## src/rtl/imm_pkg.sv

```systemverilog
// imm_pkg: shared definitions for the immediate-generation stage.
//   - format codes driven on in_imm_type
//   - legal XLEN values and a check helper
//   - storage entry for the skid buffer, sized for the widest supported
//     configuration; narrower builds use the low bits only
package imm_pkg;

    localparam logic [2:0] IMM_I       = 3'd0;
    localparam logic [2:0] IMM_B       = 3'd1;
    localparam logic [2:0] IMM_S       = 3'd2;
    localparam logic [2:0] IMM_U       = 3'd3;
    localparam logic [2:0] IMM_J       = 3'd4;
    localparam logic [2:0] IMM_SH      = 3'd5;
    localparam logic [2:0] IMM_Z       = 3'd6;
    localparam logic [2:0] IMM_ILLEGAL = 3'd7;

    localparam int unsigned XLEN_32 = 32;
    localparam int unsigned XLEN_64 = 64;

    localparam int unsigned IMM_MAX_W = XLEN_64;
    localparam int unsigned TAG_MAX_W = 64;

    typedef struct packed {
        logic [IMM_MAX_W-1:0] imm;
        logic [TAG_MAX_W-1:0] tag;
        logic                 illegal;
    } imm_entry_t;

    function automatic bit xlen_legal(input int unsigned xlen);
        return (xlen == XLEN_32) || (xlen == XLEN_64);
    endfunction

endpackage

```

## src/rtl/imm_extract.sv

```systemverilog
// imm_extract: combinational immediate extraction and extension.
// Ports:
//   instr     in   instruction bits [31:7], indexed by instruction bit number
//   imm_type  in   format code (see imm_pkg)
//   imm       out  XLEN-wide extended immediate (all-ones for an illegal code)
//   illegal   out  format code was illegal
module imm_extract
    import imm_pkg::*;
#(
    parameter int unsigned XLEN = 32
) (
    input  logic [31:7]     instr,
    input  logic [2:0]      imm_type,
    output logic [XLEN-1:0] imm,
    output logic            illegal
);

    // Every format is first built as a 32-bit value. Zero-extended formats
    // (SH, Z) have bit 31 clear and the illegal pattern is all-ones, so a
    // plain sign extension from bit 31 gives the right XLEN=64 result for all.
    logic [31:0] imm32;

    always_comb begin
        imm32   = '0;
        illegal = 1'b0;
        unique case (imm_type)
            IMM_I:  imm32 = {{20{instr[31]}}, instr[31:20]};
            IMM_S:  imm32 = {{20{instr[31]}}, instr[31:25], instr[11:7]};
            IMM_B:  imm32 = {{19{instr[31]}}, instr[31], instr[7], instr[30:25],
                             instr[11:8], 1'b0};
            IMM_U:  imm32 = {instr[31:12], 12'b0};
            IMM_J:  imm32 = {{11{instr[31]}}, instr[31], instr[19:12], instr[20],
                             instr[30:21], 1'b0};
            IMM_SH: begin
                if (XLEN == XLEN_64) imm32 = {26'b0, instr[25:20]};
                else                 imm32 = {27'b0, instr[24:20]};
            end
            IMM_Z:  imm32 = {27'b0, instr[19:15]};
            default: begin
                imm32   = '1;
                illegal = 1'b1;
            end
        endcase
    end

    if (XLEN == XLEN_64) begin : g_xlen64
        assign imm = {{32{imm32[31]}}, imm32};
    end else begin : g_xlen32
        assign imm = imm32;
    end

endmodule

```

## src/rtl/imm_gen_stage.sv

```systemverilog
// imm_gen_stage: registered, handshaked immediate-generation stage.
// The immediate is extracted when an item is accepted and stored with its
// tag and illegal flag in a 2-entry FIFO; the head entry drives out_*.
// in_ready depends only on registered occupancy.
// Ports:
//   clk, rst_n      clock, asynchronous active-low reset
//   flush           synchronous flush: empties the buffer, drops this cycle's accept/pop
//   in_valid/in_ready, in_instr[31:7], in_imm_type, in_tag   upstream side
//   out_valid/out_ready, out_imm, out_tag, out_illegal       downstream side
//   illegal_count   saturating count of accepted illegal-code items
// Build option: define IMM_ILLEGAL_CNT_EN to build the illegal counter;
// otherwise illegal_count is tied to zero.
module imm_gen_stage
    import imm_pkg::*;
#(
    parameter int unsigned XLEN  = 32,
    parameter int unsigned TAG_W = 32,
    parameter int unsigned CNT_W = 8
) (
    input  logic             clk,
    input  logic             rst_n,
    input  logic             flush,
    input  logic             in_valid,
    output logic             in_ready,
    input  logic [31:7]      in_instr,
    input  logic [2:0]       in_imm_type,
    input  logic [TAG_W-1:0] in_tag,
    output logic             out_valid,
    input  logic             out_ready,
    output logic [XLEN-1:0]  out_imm,
    output logic [TAG_W-1:0] out_tag,
    output logic             out_illegal,
    output logic [CNT_W-1:0] illegal_count
);

    if (!xlen_legal(XLEN)) begin : g_bad_xlen
        $error("imm_gen_stage: XLEN must be 32 or 64");
    end
    if (TAG_W > TAG_MAX_W) begin : g_bad_tag
        $error("imm_gen_stage: TAG_W too wide");
    end

    logic [XLEN-1:0] ext_imm;
    logic            ext_illegal;

    imm_extract #(
        .XLEN (XLEN)
    ) u_extract (
        .instr    (in_instr),
        .imm_type (in_imm_type),
        .imm      (ext_imm),
        .illegal  (ext_illegal)
    );

    imm_entry_t mem_q [2];
    imm_entry_t new_entry;
    imm_entry_t head;
    logic       rd_ptr_q, rd_ptr_d;
    logic       wr_ptr_q, wr_ptr_d;
    logic [1:0] count_q, count_d;
    logic       push, pop;

    assign in_ready  = (count_q != 2'd2);
    assign out_valid = (count_q != 2'd0);
    assign push      = in_valid && in_ready && !flush;
    assign pop       = out_valid && out_ready && !flush;

    always_comb begin
        new_entry                  = '0;
        new_entry.imm[XLEN-1:0]    = ext_imm;
        new_entry.tag[TAG_W-1:0]   = in_tag;
        new_entry.illegal          = ext_illegal;
    end

    always_comb begin
        count_d  = count_q;
        rd_ptr_d = rd_ptr_q;
        wr_ptr_d = wr_ptr_q;
        if (flush) begin
            count_d = 2'd0;
        end else begin
            if (push) wr_ptr_d = ~wr_ptr_q;
            if (pop)  rd_ptr_d = ~rd_ptr_q;
            unique case ({push, pop})
                2'b10:   count_d = count_q + 2'd1;
                2'b01:   count_d = count_q - 2'd1;
                default: count_d = count_q;
            endcase
        end
    end

    always_ff @(posedge clk or negedge rst_n) begin
        if (!rst_n) begin
            mem_q[0] <= '0;
            mem_q[1] <= '0;
            rd_ptr_q <= 1'b0;
            wr_ptr_q <= 1'b0;
            count_q  <= 2'd0;
        end else begin
            if (push) mem_q[wr_ptr_q] <= new_entry;
            rd_ptr_q <= rd_ptr_d;
            wr_ptr_q <= wr_ptr_d;
            count_q  <= count_d;
        end
    end

    assign head        = mem_q[rd_ptr_q];
    assign out_imm     = head.imm[XLEN-1:0];
    assign out_tag     = head.tag[TAG_W-1:0];
    assign out_illegal = head.illegal;

    // Upper entry bits beyond XLEN/TAG_W are constant zero in narrow builds.
    logic unused_hi;
    assign unused_hi = ^{head.imm >> XLEN, head.tag >> TAG_W};

`ifdef IMM_ILLEGAL_CNT_EN
    logic [CNT_W-1:0] illegal_count_q;

    always_ff @(posedge clk or negedge rst_n) begin
        if (!rst_n) begin
            illegal_count_q <= '0;
        end else if (push && ext_illegal && (illegal_count_q != {CNT_W{1'b1}})) begin
            illegal_count_q <= illegal_count_q + 1'b1;
        end
    end

    assign illegal_count = illegal_count_q;
`else
    assign illegal_count = '0;
`endif

endmodule

```

## config.mk

```make
export PLATFORM = sky130hd
export DESIGN_NAME = imm_gen_stage
export DESIGN_NICKNAME = d
export VERILOG_FILES = /design/src/rtl/imm_pkg.sv /design/src/rtl/imm_extract.sv /design/src/rtl/imm_gen_stage.sv
export SDC_FILE = /design/constraint.sdc
export NUM_CORES = 1
export LEC_CHECK = 0
export BUFFER_PORTS_ARGS = -buffer_cell sky130_fd_sc_hd__clkbuf_2
export CAP_MARGIN = 20
export CORE_MARGIN = 2
export CORE_UTILIZATION = 31
export DETAILED_ROUTE_END_ITERATION = 6
export PLACE_DENSITY_LB_ADDON = 0.12
export SLEW_MARGIN = 15
export SYNTH_ARGS = -nofsm -noshare
export SYNTH_HDL_FRONTEND = slang
export SYNTH_HIERARCHICAL = 1
export SYNTH_SLANG_ARGS = --single-unit
```

## constraint.sdc

```tcl
create_clock -name clk -period 2 [get_ports clk]
set_input_delay 0.4 -clock clk [delete_from_list [all_inputs] [get_ports clk]]
set_output_delay 0.4 -clock clk [all_outputs]
set_load 0.02 [all_outputs]
```

==> results.cfg <==
[floorplan]
die_w_um = 149.7
io_pins = 140
core-area_um2 = 20960
start_util = 0.3142
die-area_um2 = 22420
die_y_um = 149.7
rows = 53

[status]
status = finished with violations
violations = setup timing

[power]
peakVddDrop_uv = 769.3
p_leak_nw = 3.975
power.density_nw_per_um2 = 1788
p_total_mw = 15.60

[routing]
first_pass_iters = 4
drt-initial-drc-count = 139
vias = 4301
drt_wl_total_mm = 16.54
top_layer = met4
wl_per_cell_um = 18.52
drc_errors = 0
antenna_left = 0
via_per_inst = 4.816
dr_wl_met2_mm = 8.357
met3WireLength_um = 828
m1WireLength_mm = 7.035

[cts]
clk_pin_slew_ns = 0.06
root_buffer = clkbuf_16
cts_made_buffers = 17
cts_num_sinks = 134
clk_latency_ns = 0.42
cts_tree = done
cts_buffer_depth = 2
cts_htree_levels = 4

[logic_synthesis]
ys_async_sr_fraction = 1.000
synth.area.top_cells = dfrtp_1, mux2_2, mux2_1
synth_top_flop_cell = dfrtp_1
yosysSeqAreaShare = 0.5093
syn_inst = 467
ys_warn_count = 6
synth-seq-cells = 134
synth_top_cell_by_area = dfrtp_1
synth_edf_count = 0
avgSynthCellArea_um2 = 14.10
yosysUniqueCellTypes = 41
synth_top_area_share = 0.5093
syn_area_um2 = 6584

[setup_path]
r2r-start = count_q[0]
startpoint_type = register
cp-endpoint = out_tag[15]
ff2ff_setup_slack_ns = 0.24
critPathMaxStageDelay_ns = 0.50
critPathTopFamily = flip-flops
path_cells = buf_12 > clkbuf_16 > mux2_4 > buf_6
cp.required_ns = 1.60
worst_setup_path_end_kind = output port
path_depth = 4
arrival_ns = 1.69
cp_slowest_cell = dfrtp_4
timing.rr.end = mem_q[150]
crit_buf_inv = 3
cp_max_fo = 7
r2r_cells = 4
setup.worst_path.class = reg -> out
crit_start = rd_ptr_q

[grt]
grt_usage = 0.1500
grt_first_pass_wirelength_mm = 25.39
grt_overflow = 0
antenna_found_initial = 0
grt_max_degree = 52
grt_pass1_vias = 4561

[cells_and_area]
final_cells = 893
fin_util = 0.4165
area_delta_synth_final_pct = 32.55
antennaDiodeCount = 0
design_area_um2 = 8727
layout.nets = 671
drive_gt1_frac = 0.5518

[flow_run]
timing.max_cap.violations = 0

[place]
dpl_cell_area_um2 = 7513
portBuffers = 131
dpl.hpwl_mm = 10.75
dp_cells = 853
gp_congestion = 0.8039
dp_slack_ns = 0.1455

[sta]
fin_setup_tns_ns = -2.547
tightest_slew_ns = 0.5352
hold_viol_final = 0
layout_min_cycle_time_ns = 2.087
relSlewSlack = 0.6432
setup_slack_ns = -0.08704
final.setup_skew_ns = 0.006971
fin_hold_ws_ns = 0.2168
layout_worst_path_cycle_share = 1.044
rsz0062_at_grt = true
slew_violations = 0
fmax_mhz = 479.1
setup_viol = 56

[hold_path]
min_path_type = in -> reg
[worst register-to-register path, delay by kind of cell (launching register included)]
family / cells / cell delay [ns]
buffers and inverters: 1 / 0.37
and+or+nand+nor: 2 / 0.47
muxes: 1 / 0.40
DFF: 1 / 0.40
[worst min-delay path by stage]
stage / startpoint / to / cells after the start
after floorplan: rst_n / count_q[0] / 0
after CTS: in_tag[28] / mem_q[158] / 2
final: in_tag[28] / mem_q[158] / 2
after global placement: rst_n / mem_q[84] / 1
after detailed placement: rst_n / mem_q[84] / 1
after global routing: in_tag[3] / mem_q[133] / 2
[routing by layer]
layer	vias up	track usage
met5	-	0
met4	0	0.05283
met3	20	0.04268
met2	97	0.2564
met1	2208	0.1809
li1	1976	-
[power breakdown]
part / switching (mW) / internal [mW]
clock: 1.19 / 1.99
combinational: 3.41 / 4.34
sequential: 0.626 / 4.06
[state kept, by name, indices dropped and copies added (netlist names)]
name,count
wr_ptr_q,1
mem_q,130
rd_ptr_q,1
count_q,2
[final cells by class]
| cell class | count | area, um^2 |
|---|---|---|
| timing repair buffer | 154 | 1441 |
| clock buffer | 19 | 442.9 |
| inverter | 7 | 26.28 |
| sequential | 134 | 3357 |
| tap | 275 | 344.1 |
| multi-input combinational | 292 | 2962 |
| clock inverter | 12 | 153.9 |
| fill | 1985 | 12230 |
[cell usage after synthesis (all sizes together) (2+ instances only)]
cell type / n
a21o: 16
or2: 2
a21oi: 8
a211oi: 2
nor2: 2
maj3: 4
or3b: 4
mux2: 195
o21a: 11
nand2b: 2
o311ai: 4
buf: 38
or3: 4
a221o: 8
inv: 7
clkbuf: 3
xnor2: 2
nor3b: 2
nand3b: 4
nand2: 2
dfrtp: 134
[logic make-up after synthesis]
group | count (synthesis) | synth area share
AOI/OAI and AO/OA | 55 | 0.06386
xor gates and xnor gates | 2 | 0.002661
adders and majority gates | 4 | 0.006841
buffers and inverters | 48 | 0.05074
DFF | 134 | 0.5093
muxes | 196 | 0.3350
other | 1 | 0.0005696
and+or+nand+nor | 27 | 0.03098
[repair_timing]
| action | 4_1_cts | 5_1_grt |
|---|---|---|
| hold endpoints to repair | 48 | 0 |
| hold buffers | 1 | 0 |
| pin swaps | 0 | 0 |
| endpoints found under the setup margin | 60 | 60 |
| gates cloned | 2 | 3 |
| gates resized for setup | 12 | 198 |
| buffers inserted | 3 | 1 |
[cell usage in the layout (no fill, tap or decap), types with 10 or more instances in the layout]
master,synthesis,routed
a21o_1,16,16
buf_12,0,10
buf_6,13,57
clkbuf_16,0,20
clkbuf_2,0,65
dfrtp_1,134,133
mux2_1,50,50
mux2_2,145,137
o21a_1,11,11
No activity file was read; power rests on OpenSTA's default activity.
